<file path="src/rtl/core_pkg.sv">
// core_pkg: shared result-select encodings, NOP constant and IR field positions
package core_pkg;
  typedef enum logic [1:0] {
    RESSRC_ALURESULT = 2'b00,
    RESSRC_MEM       = 2'b01,
    RESSRC_ALUOUT    = 2'b10,
    RESSRC_ZERO      = 2'b11
  } ressrc_e;
  localparam logic [31:0] NOP_INSTR = 32'h0000_0013;
  localparam int OPC_LSB = 0;
  localparam int OPC_MSB = 6;
  localparam int RD_LSB = 7;
  localparam int RD_MSB = 11;
  localparam int F3_LSB = 12;
  localparam int F3_MSB = 14;
  localparam int RS1_LSB = 15;
  localparam int RS1_MSB = 19;
  localparam int RS2_LSB = 20;
  localparam int RS2_MSB = 24;
  localparam int F7B5_BIT = 30;
endpackage

</file>
<file path="src/rtl/en_reg.sv">
// en_reg: width-parameterised register with async active-high reset and load enable
module en_reg #(
  parameter int W = 32,
  parameter logic [W-1:0] RST = '0
) (
  input  logic         clk,
  input  logic         reset,
  input  logic         en,
  input  logic [W-1:0] d,
  output logic [W-1:0] q
);
  logic [W-1:0] q_d, q_q;
  // hold unless loading
  always_comb q_d = en ? d : q_q;
  // state with immediate reset
  always_ff @(posedge clk or posedge reset)
    if (reset) q_q <= RST;
    else q_q <= q_d;
  assign q = q_q;
endmodule

</file>
<file path="src/rtl/datapath_regs.sv">
// datapath_regs: multicycle RV32 state registers, result mux and instruction decode
module datapath_regs
  import core_pkg::*;
#(
  parameter int XLEN = 32,
  parameter logic [XLEN-1:0] RESET_PC = '0
) (
  input  logic            clk,
  input  logic            reset,
  input  logic            pcwrite,
  input  logic            irwrite,
  input  logic            adrsource,
  input  logic [1:0]      resultsource,
  input  logic [XLEN-1:0] alu_result,
  input  logic [XLEN-1:0] mem_rdata,
  input  logic [XLEN-1:0] rd1,
  input  logic [XLEN-1:0] rd2,
  output logic [XLEN-1:0] pc,
  output logic [XLEN-1:0] old_pc,
  output logic [31:0]     instr,
  output logic [6:0]      opcode,
  output logic [2:0]      funct3,
  output logic            func7_bit5,
  output logic [4:0]      rs1,
  output logic [4:0]      rs2,
  output logic [4:0]      rd,
  output logic [XLEN-1:0] a_reg,
  output logic [XLEN-1:0] b_reg,
  output logic [XLEN-1:0] alu_out,
  output logic [XLEN-1:0] mdr,
  output logic [XLEN-1:0] result,
  output logic [XLEN-1:0] mem_addr,
  output logic [XLEN-1:0] mem_wdata,
  output logic            pc_misaligned,
  output logic [31:0]     instr_count
);
  logic [XLEN-1:0] pc_next;
  logic [31:0] cnt_next;
  logic mis_set;
  // result bus selects one of the holding registers or the live ALU output
  always_comb result = resultsource == RESSRC_ALURESULT ? alu_result :
                       resultsource == RESSRC_MEM       ? mdr :
                       resultsource == RESSRC_ALUOUT    ? alu_out : '0;
  // PC is always stored word-aligned; a dropped low bit is remembered as misalignment
  always_comb begin
    pc_next = {result[XLEN-1:2], 2'b00};
    mis_set = pcwrite & (|result[1:0]);
    cnt_next = instr_count + 32'd1;
  end
  assign mem_addr  = adrsource ? result : pc;
  assign mem_wdata = b_reg;
  assign opcode     = instr[OPC_MSB:OPC_LSB];
  assign rd         = instr[RD_MSB:RD_LSB];
  assign funct3     = instr[F3_MSB:F3_LSB];
  assign rs1        = instr[RS1_MSB:RS1_LSB];
  assign rs2        = instr[RS2_MSB:RS2_LSB];
  assign func7_bit5 = instr[F7B5_BIT];
  en_reg #(.W(XLEN), .RST(RESET_PC)) u_pc     (.clk, .reset, .en(pcwrite), .d(pc_next),    .q(pc));
  en_reg #(.W(XLEN), .RST(RESET_PC)) u_old_pc (.clk, .reset, .en(irwrite), .d(pc),         .q(old_pc));
  en_reg #(.W(32),   .RST(NOP_INSTR)) u_ir    (.clk, .reset, .en(irwrite), .d(mem_rdata),  .q(instr));
  en_reg #(.W(32))                   u_cnt    (.clk, .reset, .en(irwrite), .d(cnt_next),   .q(instr_count));
  en_reg #(.W(1))                    u_mis    (.clk, .reset, .en(mis_set), .d(1'b1),       .q(pc_misaligned));
  en_reg #(.W(XLEN))                 u_a      (.clk, .reset, .en(1'b1),    .d(rd1),        .q(a_reg));
  en_reg #(.W(XLEN))                 u_b      (.clk, .reset, .en(1'b1),    .d(rd2),        .q(b_reg));
  en_reg #(.W(XLEN))                 u_aluout (.clk, .reset, .en(1'b1),    .d(alu_result), .q(alu_out));
  en_reg #(.W(XLEN))                 u_mdr    (.clk, .reset, .en(1'b1),    .d(mem_rdata),  .q(mdr));
endmodule

</file>
<file path="config.mk">
export PLATFORM = sky130hd
export DESIGN_NAME = datapath_regs
export DESIGN_NICKNAME = d
export VERILOG_FILES = /design/src/rtl/core_pkg.sv /design/src/rtl/en_reg.sv /design/src/rtl/datapath_regs.sv
export SDC_FILE = /design/constraint.sdc
export NUM_CORES = 1
export LEC_CHECK = 0
export ABC_AREA = 1
export BUFFER_PORTS_ARGS = -buffer_cell sky130_fd_sc_hd__buf_2
export CAP_MARGIN = 10
export CELL_PAD_IN_SITES_DETAIL_PLACEMENT = 0
export CELL_PAD_IN_SITES_GLOBAL_PLACEMENT = 1
export CORE_AREA = 3 3 197 199
export DETAILED_ROUTE_END_ITERATION = 12
export DIE_AREA = 0 0 200 202
export PLACE_DENSITY = 0.7
export SYNTH_ARGS = -nofsm -noshare
export SYNTH_HDL_FRONTEND = slang
export SYNTH_SLANG_ARGS = --single-unit
</file>
<file path="constraint.sdc">
create_clock -name clk -period 8.2 [get_ports clk]
set_clock_uncertainty 0.2 [all_clocks]
set_input_delay 0.82 -clock clk [delete_from_list [all_inputs] [get_ports clk]]
set_output_delay 0.82 -clock clk [all_outputs]
set_load 0.01 [all_outputs]
</file>
== Yosys cells after proc, flatten, opt, wreduce, memory -nomap -nowiden ==
Cells that the tools add are included.
Cells by class
  reductions and logical operators: 2
  muxes and demuxes: 4
  bitwise operators: 1
  add/sub/neg operators: 1
  eq/ne operators: 2
Operator list (number)
  two-way mux 32 bit: 4
  adder 32 x 1 -> 32 bit (second input constant): 1
  equality test 2 x 1 -> 1 bit (second input constant): 1
  equality test 2 bit (second input constant): 1
  logical NOT 2 bit: 1
  OR reduction 2 bit: 1
  bitwise AND 1 bit: 1
Word-level totals
  register bits after elaboration: 253
  output and inout port bits: 379
  word-level logic and storage cells: 19
  input bits: 135

== Longest topological paths before layout ==
  depth after elaboration: 6
  mapped depth: 9
  gate-level depth less buffers: 9

== Hierarchy ==
Synthesis repeated with hierarchy kept, for this count alone.
Second synthesis, totals
  cell total of the unflattened synthesis: 1606
  area, all modules: 12834.8 um^2
By module, submodules not included
  en_reg at u_a ...: cells each 137, seq. area each 800.8 um^2, area each 1296.2 um^2, times used 7
  datapath_regs: cells each 504, seq. area each 0.0 um^2, area each 2417.3 um^2, times used 1
  en_reg at u_ir: cells each 137, seq. area each 804.5 um^2, area each 1300.0 um^2, times used 1
  en_reg at u_mis: cells each 6, seq. area each 25.0 um^2, area each 43.8 um^2, times used 1

== Worst setup path after synthesis ==
OpenSTA, ideal clock, no wires.
  kind: input port to output port
  from: in resultsource[0]
  to: out mem_addr[10]
  cell stages on the path: 7
  required time: 7.180 ns
  arrival: 1.618 ns
  buffers on the path: 1
  slack: 5.562 ns
  path through: inv_1 > nor2_1 > buf_2 > nand2_1 > nand3_1 > nand2_1 > o21ai_0
On the way
  longest elaborated chain between the ends: 5
  elaborated cells between the ends (all ways): 7
  classes of those cells: 2 x eq/ne; 4 x mux; 1 x reduce/logical
Ends and longest elaborated chain
  start: declaration: line datapath_regs.sv:13  | input logic [1:0] resultsource,
  equality test 2 bit: line datapath_regs.sv:43  | resultsource == RESSRC_ALUOUT ? alu_out : '0;
  two-way mux 32 bit: line datapath_regs.sv:43
  two-way mux 32 bit: line datapath_regs.sv:42  | resultsource == RESSRC_MEM ? mdr :
  two-way mux 32 bit *: line datapath_regs.sv:41  | always_comb result = resultsource == RESSRC_ALURESULT ? alu_result :
  net result[10]: line datapath_regs.sv:31  | output logic [XLEN-1:0] result,
  two-way mux 32 bit *: line datapath_regs.sv:50  | assign mem_addr = adrsource ? result : pc;
  end: declaration: line datapath_regs.sv:32  | output logic [XLEN-1:0] mem_addr,
Mark *: on every way through the listed nets, which the timed path passes. The rest lies on a longest branch.

== Worst setup path after layout ==
  from: in resultsource[0]
  to: out mem_addr[14]
On the way
  longest elaborated chain between the ends: 5
  elaborated cells between the ends (all ways): 7
  classes of those cells: 2 x eq/ne; 4 x mux; 1 x reduce/logical
Ends and longest elaborated chain (line)
  equality test 2 bit: datapath_regs.sv:43
  two-way mux 32 bit: datapath_regs.sv:43
  two-way mux 32 bit: datapath_regs.sv:42
  two-way mux 32 bit *: datapath_regs.sv:41
  two-way mux 32 bit *: datapath_regs.sv:50
Every way passes the cells marked *; elsewhere a longest branch is shown, timed or not.

==> flow_summary_export.csv <==
group,metric,value,unit
cts,clock_sinks,253,
critical_path,critPathSlowestCell,"nor2_4",
detailed_routing,wl,34300,µm
detailed_routing,drc,0,
cells_and_area,layout-drive-gt1-share,44.4,%
min_path,hp-class,"input port to async pin",
critical_path,cp_num_buf_inv,3,
timing,slew_violations,0,
placement,dp_hpwl,25900,µm
detailed_routing,final_antenna_net_count,0,
floorplan,die_h,202,µm
timing,rsz0062_at_grt,"false",
cts,cts_tree,"yes",
floorplan,die_w,200,µm
cells_and_area,final_cell_mix,"508 x buf_2, 250 x dfrtp_1, 221 x nand2_1, 73 x inv_1, 63 x o21ai_0",
timing,report.final.hold_viol_count,0,
timing,fmax,0.286,GHz
power,irDropWorstVdd,0.000150,V
timing,setup_viol,0,
timing,fin_crit,3.49,ns
status,outcome,"complete, no violations",
timing,finalCritPeriodShare,42.6,%
critical_path,critPathLaunchType,"input port",
global_route,grt.total_usage,16.2,%
cts,cts_setup_buffers,0,
detailed_routing,firstDrtPassIters,4,
floorplan,row_count,71,
synth,yosys.area.top_type,"dfrtp_1",
global_route,grt_max_degree,146,
global_route,grt_first_pass_wirelength,50300,µm
critical_path,path_delay_family,"simple AND/OR/NAND/NOR gates",
power,p_leak,7.08,nW
critical_path,critPathRequiredTime,7.18,ns
floorplan,core_area,37400,µm²
placement,port_buffers,509,
critical_path,cp-end-kind,"output pin",
timing,whs,0.172,ns
placement,globalplace.congestion,0.814,
synth,synth_warnings,0,
cts,cts_buffers,29,
cts,htree_levels,1,
cells_and_area,stdcell_area,13400,µm²
synth,ys_top_cells_by_area,"dfrtp_1 63%, nand2_1 8.4%, buf_4 4.8%, mux2_2 3.8%, o21ai_0 3.2%",
critical_path,slowest_delay,0.80,ns
detailed_routing,routed_via_density,4.23,
synth,avgSynthCellArea,10.6,µm²
global_route,grt_pass1_vias,8277,
flow_run,drv_cap,0,
placement,dpl_cell_area,12500,µm²
timing,worst_pin_slew,1.14,ns
synth,synth.distinct_cells,28,
cts,clock_path_buffers,3,
floorplan,fp.dieArea,40400,µm²
critical_path,cp_max_fo,31,
cts,insertion_delay,0.55,ns
critical_path,worstPathCellList,"buf_2 -> inv_1 -> nor2_4 -> nand2_1 -> nand3_1 -> nand2_1 -> o21ai_0 -> buf_2",
cells_and_area,area_growth,36.1,%
power,power_density,236,nW/µm²
floorplan,pin_count,514,
timing,max_slew_margin,24.1,%
cells_and_area,diodes,0,
detailed_routing,dr_total_vias,8100,
synth,synthesis.area,9860,µm²
cells_and_area,fin_nets,1518,
synth,synthCells,931,
cts,clkTransAtPathRegs,0.06,ns
timing,fin_tns_setup,0,ns
floorplan,start_util,26.4,%
synth,synth-seq-area-share,64.2,%
detailed_routing,wire_per_inst,17.9,µm
cts,cts_hold_buffers,0,
synth,synth_seq_cells,253,
synth,synth_top_area_share,63.4,%
cts,cts_resized,0,
cts,cts-root-buf,"clkbuf_16",
critical_path,worstSetupPathType,"input port to output pin",
global_route,grt_overflow,0,
critical_path,cp_data_arrival_time,2.47,ns
detailed_routing,drt_iter0_drc,322,
cells_and_area,layout_commonest_cell,"buf_2",
global_route,grt_antenna_before_repair,2,
## cells by family (layout without fill, tap and decap cells)
kind of cell / count (synthesis) / count (layout) / share of synthesized area (%)
other cells: 1 / 4 / 0.0380
buf+inv: 175 / 643 / 9.29
mux: 33 / 33 / 3.77
compound gates: 93 / 93 / 4.72
xor+xnor: 20 / 20 / 1.85
flops: 253 / 253 / 64.2
simple gates: 355 / 355 / 16.0
fa+ha+maj: 1 / 1 / 0.127
## per-stage QoR
stage / std cells / total power [mW] / util (%) / worst slack (ns)
5_1_grt: 1913 / 3.33 / 35.9 / 4.44
6_report: 1913 / 3.16 / 35.9 / 4.71
4_1_cts: 1913 / 3.23 / 35.9 / 4.63
3_5_place_dp: 1862 / 1.95 / 33.4 / 4.64
3_3_place_gp: 1862 / 1.94 / 33.4 / 4.62
2_1_floorplan: 934 / 1.70 / - / 0.228
## cells in the mapped netlist
| cell | count |
|---|---|
| o21ai_0 | 63 |
| buf_4 | 63 |
| nand3b_1 | 1 |
| nor2_2 | 4 |
| dfrtp_1 | 250 |
| nand2_4 | 3 |
| nand2_1 | 221 |
| inv_1 | 74 |
| dfstp_2 | 3 |
| nand2_2 | 8 |
| nand3_1 | 43 |
| ha_1 | 1 |
| nand3_2 | 3 |
| xor2_1 | 8 |
| xnor2_1 | 11 |
| mux2_2 | 33 |
| nand4_1 | 10 |
| conb_1 | 1 |
| nor2_8 | 3 |
| buf_2 | 18 |
| clkbuf_1 | 13 |
| nor2_1 | 53 |
| xnor2_2 | 1 |
| inv_2 | 5 |
| nor2_4 | 5 |
| nor3_1 | 1 |
| buf_1 | 2 |
| a21oi_1 | 30 |
## registers in the layout, summed over array words and instances, names as in the netlist
signal and flops:
u_b.q 32, u_a.q 32, u_cnt.q 32, u_old_pc.q 30, u_mdr.q 32, u_ir.q 32
u_pc.q 30, u_mis.q 1, u_aluout.q 32
## final cells by class
class | count | area (µm²)
Multi-Input combinational cell | 506 | 2630
Sequential cell | 253 | 6330
Fill cell | 3867 | 24000
Timing Repair Buffer | 513 | 2590
Clock buffer | 48 | 877
Tap cell | 511 | 639
Clock inverter | 3 | 40.0
Inverter | 79 | 304
## power by group
part / leakage [nW] / switching (mW) / total (mW) / internal (mW)
sequential: 3.01 / 0.0721 / 1.42 / 1.35
clock: 0.450 / 0.498 / 1.25 / 0.751
combinational: 3.62 / 0.309 / 0.494 / 0.186
total: 7.08 / 0.879 / 3.16 / 2.29
## path summary, 6_finish.rpt
path | from | to | slack [ns] | cells past startpoint
max | resultsource[0] | mem_addr[14] | 4.71 | 8
min | reset | u_b.q[9]$_DFF_PP0_ | 0.17 | 2
max reg2reg | u_cnt.q[0]$_DFFE_PP0P_ | u_cnt.q[22]$_DFFE_PP0P_ | 6.40 | 7
min reg2reg | u_mis.q$_DFFE_PP0P_ | u_mis.q$_DFFE_PP0P_ | 0.27 | 2
max in group asynchronous | reset | u_aluout.q[21]$_DFF_PP0_ | 6.17 | 3
min in group clk | rd2[21] | u_b.q[21]$_DFF_PP0_ | 0.18 | 1
## layer usage
| metal | wire length [µm] | global-route usage [%] | up-vias | part of all wire (%) |
|---|---|---|---|---|
| li1 | - | - | 3791 | - |
| met2 | 16800 | 28.0 | 387 | 49 |
| met5 | 17 | 0 | - | 0.050 |
| met4 | 1020 | 4.96 | 4 | 3.0 |
| met3 | 3380 | 5.03 | 56 | 9.8 |
| met1 | 13200 | 19.2 | 3862 | 38 |
No activity file was read; power rests on OpenSTA's default activity.
